$ cat config.mk
export PLATFORM = sky130hd
export DESIGN_NAME = sprite_compositor
export DESIGN_NICKNAME = d
export VERILOG_FILES = /design/src/rtl/game_pkg.sv /design/src/rtl/sprite_hit.sv /design/src/rtl/sprite_compositor.sv
export SDC_FILE = /design/constraint.sdc
export NUM_CORES = 1
export LEC_CHECK = 0
export ABC_AREA = 0
export BUFFER_PORTS_ARGS = -buffer_cell sky130_fd_sc_hd__buf_4
export CORE_ASPECT_RATIO = 1.75
export CORE_MARGIN = 8
export CORE_UTILIZATION = 43
export CTS_BUF_LIST = sky130_fd_sc_hd__clkbuf_8
export CTS_CLUSTER_SIZE = 12
export DETAILED_ROUTE_END_ITERATION = 7
export PLACE_DENSITY = 0.63
export SYNTH_ARGS = -nofsm -noshare
export SYNTH_HDL_FRONTEND = slang
export SYNTH_SLANG_ARGS = --single-unit
$ cat constraint.sdc
create_clock -name clk -period 3.05 [get_ports clk]
set_input_delay 0.61 -clock clk [delete_from_list [all_inputs] [get_ports clk]]
set_output_delay 0.61 -clock clk [all_outputs]
set_load 0.02 [all_outputs]
$ cat src/rtl/game_pkg.sv
// Shared constants for the sprite display path: directions, sprite IDs,
// colours, death-animation states and the position bundle.
package game_pkg;

    localparam logic [3:0] DIR_RIGHT = 4'b0001;
    localparam logic [3:0] DIR_UP    = 4'b0010;
    localparam logic [3:0] DIR_DOWN  = 4'b0100;
    localparam logic [3:0] DIR_LEFT  = 4'b1000;

    localparam logic [2:0] ID_NONE   = 3'd0;
    localparam logic [2:0] ID_PACMAN = 3'd1;
    localparam logic [2:0] ID_BLINKY = 3'd2;
    localparam logic [2:0] ID_PINKY  = 3'd3;
    localparam logic [2:0] ID_INKY   = 3'd4;
    localparam logic [2:0] ID_CLYDE  = 3'd5;

    localparam logic [11:0] COL_BG     = 12'h000;
    localparam logic [11:0] COL_PACMAN = 12'hFF0;
    localparam logic [11:0] COL_BLINKY = 12'hF00;
    localparam logic [11:0] COL_PINKY  = 12'hF8C;
    localparam logic [11:0] COL_INKY   = 12'h0FF;
    localparam logic [11:0] COL_CLYDE  = 12'hF80;

    typedef enum logic [1:0] {
        ANIM_ALIVE = 2'd0,
        ANIM_DYING = 2'd1,
        ANIM_DEAD  = 2'd2
    } anim_t;

    typedef struct packed {
        logic [10:0] x;
        logic [9:0]  y;
    } pos_t;

endpackage

$ cat src/rtl/sprite_hit.sv
// Box hit test of one scan pixel against one sprite's top-left corner.
// Borrow on the subtraction means the pixel lies left/above: no wrap-around.
module sprite_hit
    import game_pkg::*;
#(
    parameter int SPRITE_W = 16,
    parameter int SPRITE_H = 16,
    parameter int DXW      = $clog2(SPRITE_W),
    parameter int DYW      = $clog2(SPRITE_H)
) (
    input  logic [10:0]    pos_x,
    input  logic [9:0]     pos_y,
    input  logic [10:0]    hcount,
    input  logic [9:0]     vcount,
    output logic           hit,
    output logic [DXW-1:0] dx,
    output logic [DYW-1:0] dy
);

    logic [11:0] dx_full;
    logic [10:0] dy_full;

    assign dx_full = {1'b0, hcount} - {1'b0, pos_x};
    assign dy_full = {1'b0, vcount} - {1'b0, pos_y};

    assign hit = !dx_full[11] && (dx_full[10:0] < 11'(SPRITE_W))
              && !dy_full[10] && (dy_full[9:0] < 10'(SPRITE_H));

    assign dx = dx_full[DXW-1:0];
    assign dy = dy_full[DYW-1:0];

endmodule

$ cat src/rtl/sprite_compositor.sv
// Per-frame sprite latch, 2-stage hit/priority pipeline and pacman death FSM.
// Optional feature macro: SPRITE_SHAPE_EN (round pacman with a mouth wedge).
module sprite_compositor
    import game_pkg::*;
#(
    parameter int SPRITE_W     = 16,
    parameter int SPRITE_H     = 16,
    parameter int FLASH_FRAMES = 8,
    parameter int DYING_FRAMES = 64
) (
    input  logic        clk,
    input  logic        rst,
    input  logic        pix_valid,
    input  logic [10:0] hcount,
    input  logic [9:0]  vcount,
    input  logic        frame_start,
    input  logic [10:0] pacman_pos_x,
    input  logic [9:0]  pacman_pos_y,
    input  logic [10:0] blinky_pos_x,
    input  logic [9:0]  blinky_pos_y,
    input  logic [10:0] pinky_pos_x,
    input  logic [9:0]  pinky_pos_y,
    input  logic [10:0] inky_pos_x,
    input  logic [9:0]  inky_pos_y,
    input  logic [10:0] clyde_pos_x,
    input  logic [9:0]  clyde_pos_y,
    input  logic        pacman_is_dead,
    input  logic [3:0]  pacman_dir,
    output logic [11:0] rgb,
    output logic        rgb_valid,
    output logic [2:0]  sprite_id,
    output logic [1:0]  anim_state
);

    localparam int DXW = $clog2(SPRITE_W);
    localparam int DYW = $clog2(SPRITE_H);
    localparam int CW  = $clog2(DYING_FRAMES);

    pos_t [4:0]     in_pos;
    pos_t [4:0]     sh_pos;
    logic [3:0]     sh_dir;
    logic           sh_dead;
    anim_t          state;
    logic [CW-1:0]  frame_cnt;
    logic [4:0]     hit;
    logic [DXW-1:0] dx [5];
    logic [DYW-1:0] dy [5];
    logic           pac_vis;
    logic           pac_shape;
    logic           unused_ok;
    logic [4:0]     s1_hit;
    logic           s1_valid;
    logic [11:0]    rgb_n;
    logic [2:0]     id_n;

    assign in_pos[0] = '{x: pacman_pos_x, y: pacman_pos_y};
    assign in_pos[1] = '{x: blinky_pos_x, y: blinky_pos_y};
    assign in_pos[2] = '{x: pinky_pos_x,  y: pinky_pos_y};
    assign in_pos[3] = '{x: inky_pos_x,   y: inky_pos_y};
    assign in_pos[4] = '{x: clyde_pos_x,  y: clyde_pos_y};

    // Freeze game-logic outputs once per frame so a frame never tears.
    always_ff @(posedge clk) begin
        if (rst) begin
            sh_pos  <= '0;
            sh_dir  <= '0;
            sh_dead <= 1'b0;
        end else if (frame_start) begin
            sh_pos  <= in_pos;
            sh_dir  <= pacman_dir;
            sh_dead <= pacman_is_dead;
        end
    end

    // Death animation: flash for DYING_FRAMES-1 frames, then stay hidden.
    always_ff @(posedge clk) begin
        if (rst) begin
            state     <= ANIM_ALIVE;
            frame_cnt <= '0;
        end else if (frame_start) begin
            unique case (state)
                ANIM_ALIVE: begin
                    if (pacman_is_dead) begin
                        state     <= ANIM_DYING;
                        frame_cnt <= '0;
                    end
                end
                ANIM_DYING: begin
                    if (!pacman_is_dead) begin
                        state     <= ANIM_ALIVE;
                        frame_cnt <= '0;
                    end else begin
                        frame_cnt <= frame_cnt + 1'b1;
                        if (frame_cnt == CW'(DYING_FRAMES - 2))
                            state <= ANIM_DEAD;
                    end
                end
                ANIM_DEAD: begin
                    if (!pacman_is_dead) begin
                        state     <= ANIM_ALIVE;
                        frame_cnt <= '0;
                    end
                end
                default: begin
                    state     <= ANIM_ALIVE;
                    frame_cnt <= '0;
                end
            endcase
        end
    end

    assign anim_state = state;

    assign pac_vis = (state == ANIM_ALIVE)
                  || ((state == ANIM_DYING)
                      && ((int'(frame_cnt) / FLASH_FRAMES) % 2 == 0));

    for (genvar i = 0; i < 5; i++) begin : g_hit
        sprite_hit #(
            .SPRITE_W (SPRITE_W),
            .SPRITE_H (SPRITE_H)
        ) u_hit (
            .pos_x  (sh_pos[i].x),
            .pos_y  (sh_pos[i].y),
            .hcount (hcount),
            .vcount (vcount),
            .hit    (hit[i]),
            .dx     (dx[i]),
            .dy     (dy[i])
        );
    end

`ifdef SPRITE_SHAPE_EN
    localparam logic signed [DXW:0] CX0 = (DXW + 1)'(SPRITE_W / 2);
    localparam logic signed [DYW:0] CY0 = (DYW + 1)'(SPRITE_H / 2);
    localparam logic [15:0] R2 = 16'((SPRITE_W / 2) * (SPRITE_W / 2));

    logic signed [DXW:0] cx;
    logic signed [DYW:0] cy;
    logic [DXW:0]        ax;
    logic [DYW:0]        ay;
    logic [15:0]         r2;
    logic                mouth;

    assign cx = $signed({1'b0, dx[0]}) - CX0;
    assign cy = $signed({1'b0, dy[0]}) - CY0;
    assign ax = cx[DXW] ? -cx : cx;
    assign ay = cy[DYW] ? -cy : cy;
    assign r2 = 16'(ax) * 16'(ax) + 16'(ay) * 16'(ay);

    // Mouth wedge opens on the side pacman is facing.
    always_comb begin
        mouth = 1'b0;
        case (sh_dir)
            DIR_RIGHT: mouth = !cx[DXW] && (cx != '0) && (16'(ay) < 16'(ax));
            DIR_LEFT:  mouth = cx[DXW] && (16'(ay) < 16'(ax));
            DIR_UP:    mouth = cy[DYW] && (16'(ax) < 16'(ay));
            DIR_DOWN:  mouth = !cy[DYW] && (cy != '0) && (16'(ax) < 16'(ay));
            default:   mouth = 1'b0;
        endcase
    end

    assign pac_shape = (r2 < R2) && !mouth;
    assign unused_ok = ^{dx[1], dx[2], dx[3], dx[4],
                         dy[1], dy[2], dy[3], dy[4], sh_dead};
`else
    assign pac_shape = 1'b1;
    assign unused_ok = ^{dx[0], dx[1], dx[2], dx[3], dx[4],
                         dy[0], dy[1], dy[2], dy[3], dy[4],
                         sh_dir, sh_dead};
`endif

    // S1: hit vector, hidden or off-shape pacman already masked out.
    always_ff @(posedge clk) begin
        if (rst) begin
            s1_hit   <= '0;
            s1_valid <= 1'b0;
        end else begin
            s1_hit   <= {hit[4:1], hit[0] & pac_vis & pac_shape}
                      & {5{pix_valid}};
            s1_valid <= pix_valid;
        end
    end

    // Fixed priority: pacman over the ghosts in ID order.
    always_comb begin
        rgb_n = COL_BG;
        id_n  = ID_NONE;
        case (1'b1)
            s1_hit[0]: begin rgb_n = COL_PACMAN; id_n = ID_PACMAN; end
            s1_hit[1]: begin rgb_n = COL_BLINKY; id_n = ID_BLINKY; end
            s1_hit[2]: begin rgb_n = COL_PINKY;  id_n = ID_PINKY;  end
            s1_hit[3]: begin rgb_n = COL_INKY;   id_n = ID_INKY;   end
            s1_hit[4]: begin rgb_n = COL_CLYDE;  id_n = ID_CLYDE;  end
            default:   begin rgb_n = COL_BG;     id_n = ID_NONE;   end
        endcase
    end

    // S2: registered pixel output.
    always_ff @(posedge clk) begin
        if (rst) begin
            rgb       <= '0;
            sprite_id <= '0;
            rgb_valid <= 1'b0;
        end else begin
            rgb       <= rgb_n;
            sprite_id <= id_n;
            rgb_valid <= s1_valid;
        end
    end

endmodule
==> results by group <==
Global routing
  • GRT Overall Usage: 19.3%
  • Vias in the first global route: 7083
  • First-pass GRT wire length: 35700 um
  • Initial antenna violation count: 1
  • Remaining global-route overflow: 0
  • Largest net degree at the start of global routing: 68

Setup path
  • CP max FO: 4
  • Crit Reg-Reg Startpoint: sh_pos[36]
  • Worst setup EP type: flip-flop
  • Largest stage delay on the critical path: 0.39 ns
  • CP arrival: 2.95 ns
  • R2R depth: 9
  • Slowest-stage cell, CP: mux2_2
  • Worst path cell trace: inv_1, ha_1, and2_1, a22o_1, a31o_2, o21a_1, o41ai_1, mux2_2, a221oi_1
  • Crit start category: flip-flop
  • Crit path kind: flip-flop to flip-flop
  • R2r endpoint: s1_hit[1]
  • Flop2flop setup slack: 0.46 ns
  • CP required: 3.41 ns

Worst hold path
  • Hold path startpoint: inky_pos_x[9]
  • WHS Endpoint: sh_pos[82]
  • WHS Path Cells: 3
  • Hold/Removal Path Class: input pin to flip-flop

Clock tree
  • H-tree depth: 4
  • Clk slew on worst S/H paths: 0.08 ns
  • Clk sink count: 128
  • Worst skew pair latency: 0.44 ns
  • CTS max path bufs: 2
  • CTS Root Cell: clkbuf_8
  • # hold bufs at CTS: 0
  • Setup Buffers After CTS: 0
  • CTS tree: built
  • # resized after CTS: 0
  • CTS Buf Count: 17

STA
  • Worst Clk Skew: 0.0150 ns
  • Final setup vio count: 0
  • Fmax: 0.386 GHz
  • RSZ-0062 raised after global routing: false
  • Worst slew pin tran: 0.664 ns
  • Worst slew margin: 55.8%
  • Tcrit/Tclk final: 85.0%
  • Total Negative Setup Slacks: 0 ns
  • Final hold violation count: 0
  • Fin. max-slew vios: 0
  • Post-layout min period: 2.59 ns

Synth
  • Syn avg cell area: 8.55 um2
  • Mapped Area: 0.00819 mm2
  • Ys flop type: dfxtp_1
  • Synth async-reset ratio: 0%
  • Synth Net Count: 1190
  • Fraction of the yosys area taken by sequential cells: 31.3%
  • Flops & latches, synth: 128
  • Ys Warns: 0
  • Post-synth EDFFs: 0
  • Post-synth top area cell: dfxtp_1
  • Cells after Synth: 958
  • Post-synth top area share: 31.3%
  • Synth top area cells: dfxtp_1 31%, ha_1 15%, mux2i_1 14%
  • Most common library cells after synthesis: 146 x nor2_1, 128 x dfxtp_1, 114 x inv_1, 114 x mux2i_1, 97 x ha_1
  • Cell with the most instances after synthesis: nor2_1
  • Netlist cell types: 63

Outcome
  • Outcome: complete, no violations

Die
  • Die width: 120 um
  • Initial Util: 43.2%
  • Die H: 199 um
  • Die footprint: 0.0239 mm2
  • IO Count: 153
  • # rows: 67
  • Core area: 0.0189 mm2

Detailed routing
  • Total number of vias: 7082
  • DRC Markers: 0
  • Wire per inst: 17.0 um
  • Routed WL: 23100 um
  • Initial DRC count: 364
  • Wire length on met3: 860 um
  • Top sig layer: met4
  • Met1 wire length: 8780 um
  • First-pass DRT Iterations: 5
  • DRT antenna net count: 0
  • Via/cell ratio: 5.22
  • Routed wl met2: 12400 um

Placement
  • Gp weighted congestion: 0.902
  • Detailed Place HPWL: 18100 um
  • IO buf count: 148

Power and ir drop
  • Max VDD drop: 0.305 mV
  • PwrDens: 435 mW/mm2
  • Leak pwr: 4.60 nW

Flow run
  • Max-cap violation count: 0

Finish
  • Area Overhead vs Synth: 21.3%
  • Total Nets Final: 1336
  • Final Util: 52.5%
  • Layout cells sized above 1: 18.3%
[worst max-delay path, delay by kind of cell (launching register included)]
| kind | cells | cell delay, ns |
|---|---|---|
| adder cells (fa/ha/maj) | 1 | 0.31 |
| AND/OR/NAND/NOR | 1 | 0.17 |
| buffers and inverters | 1 | 0.05 |
| AO/OA/AOI/OAI | 5 | 1.24 |
| flip-flops | 1 | 0.35 |
| multiplexers | 1 | 0.39 |
[cell type report]
| cell class | instances | area [um2] |
|---|---|---|
| fillers | 1922 | 9010 |
| multi-input cells | 682 | 5050 |
| flip-flops and latches | 128 | 2560 |
| repair buffers | 161 | 1220 |
| inverters | 114 | 428 |
| well taps | 241 | 302 |
| clock buffers | 20 | 275 |
| clock inverters | 10 | 96.3 |
| diodes | 1 | 2.50 |
[cell families after synthesis]
| kind of cell | count (synthesis) | share of synthesized area (%) |
|---|---|---|
| adders and majority gates | 97 | 14.8 |
| DFF | 128 | 31.3 |
| xor gates and xnor gates | 28 | 2.99 |
| AOI/OAI and AO/OA | 157 | 13.1 |
| muxes | 117 | 14.3 |
| and+or+nand+nor | 283 | 16.3 |
| buffers and inverters | 148 | 7.12 |
[placed cells by master, fill, tap and decap left out, types with 5 or more instances in the layout]
cell | netlist | routed
mux2i_1 | 114 | 114
nand2b_1 | 16 | 16
buf_4 | 7 | 159
nor2b_1 | 16 | 16
a211oi_1 | 11 | 11
a21oi_1 | 39 | 39
a21o_1 | 13 | 13
o21ai_0 | 32 | 32
or3_1 | 5 | 5
nor3_1 | 14 | 14
o2111ai_1 | 5 | 5
nand4b_1 | 5 | 5
xor2_1 | 17 | 17
inv_1 | 114 | 117
nor2_1 | 146 | 146
nand3_1 | 10 | 10
dfxtp_1 | 128 | 128
clkinv_2 | 0 | 5
nand2_1 | 36 | 36
nor4_1 | 8 | 8
ha_1 | 97 | 97
o21a_1 | 12 | 12
clkbuf_8 | 0 | 20
xnor2_1 | 11 | 11
[per-layer routing]
layer  vias to the layer above  global-route usage, %
met5                         -                      0
met1                      3282                   19.3
met3                        41                   3.50
met2                       143                   36.8
li1                       3616                      -
met4                         0                   10.7
[per-stage QoR]
stage / setup slack (ns) / instance area [um2] / total power [mW] / hold slack (ns) / std cells
after detailed placement: 0.0791 / 9560 / 2.94 / 0.430 / 1326
after floorplan: 0.359 / 8190 / 2.56 / 0.414 / 958
final: 0.457 / 9940 / 4.32 / 0.401 / 1357
after CTS: 0.461 / 9930 / 4.37 / 0.378 / 1356
after global routing: 0.253 / 9940 / 4.56 / 0.384 / 1357
after global placement: 0.0981 / 9560 / 2.92 / 0.426 / 1326
[where the power goes]
| group | leakage [nW] | switching, mW | internal (mW) |
|---|---|---|---|
| registers | 1.05 | 0.0453 | 1.76 |
| clock network | 0.208 | 0.656 | 0.766 |
| logic | 3.34 | 0.578 | 0.521 |
[registers in the layout, summed over array words and instances, names as in the netlist]
register and cells:
rgb 5, sh_pos 105, rgb_valid 1, s1_hit 5, anim_state 2, frame_cnt 6, sprite_id 3, s1_valid 1
[worst max path at each step]
stage / depth (start not counted) / to / from / slack, ns
floorplan: 8 / s1_hit[1] / hcount[5] / 0.36
global placement: 9 / s1_hit[1] / hcount[5] / 0.1
detailed placement: 9 / s1_hit[1] / hcount[5] / 0.08
CTS: 9 / s1_hit[1] / sh_pos[36] / 0.46
global route: 9 / s1_hit[1] / sh_pos[33] / 0.25
finish: 9 / s1_hit[1] / sh_pos[36] / 0.46
Note: power is estimated with default switching activity, not from simulation.
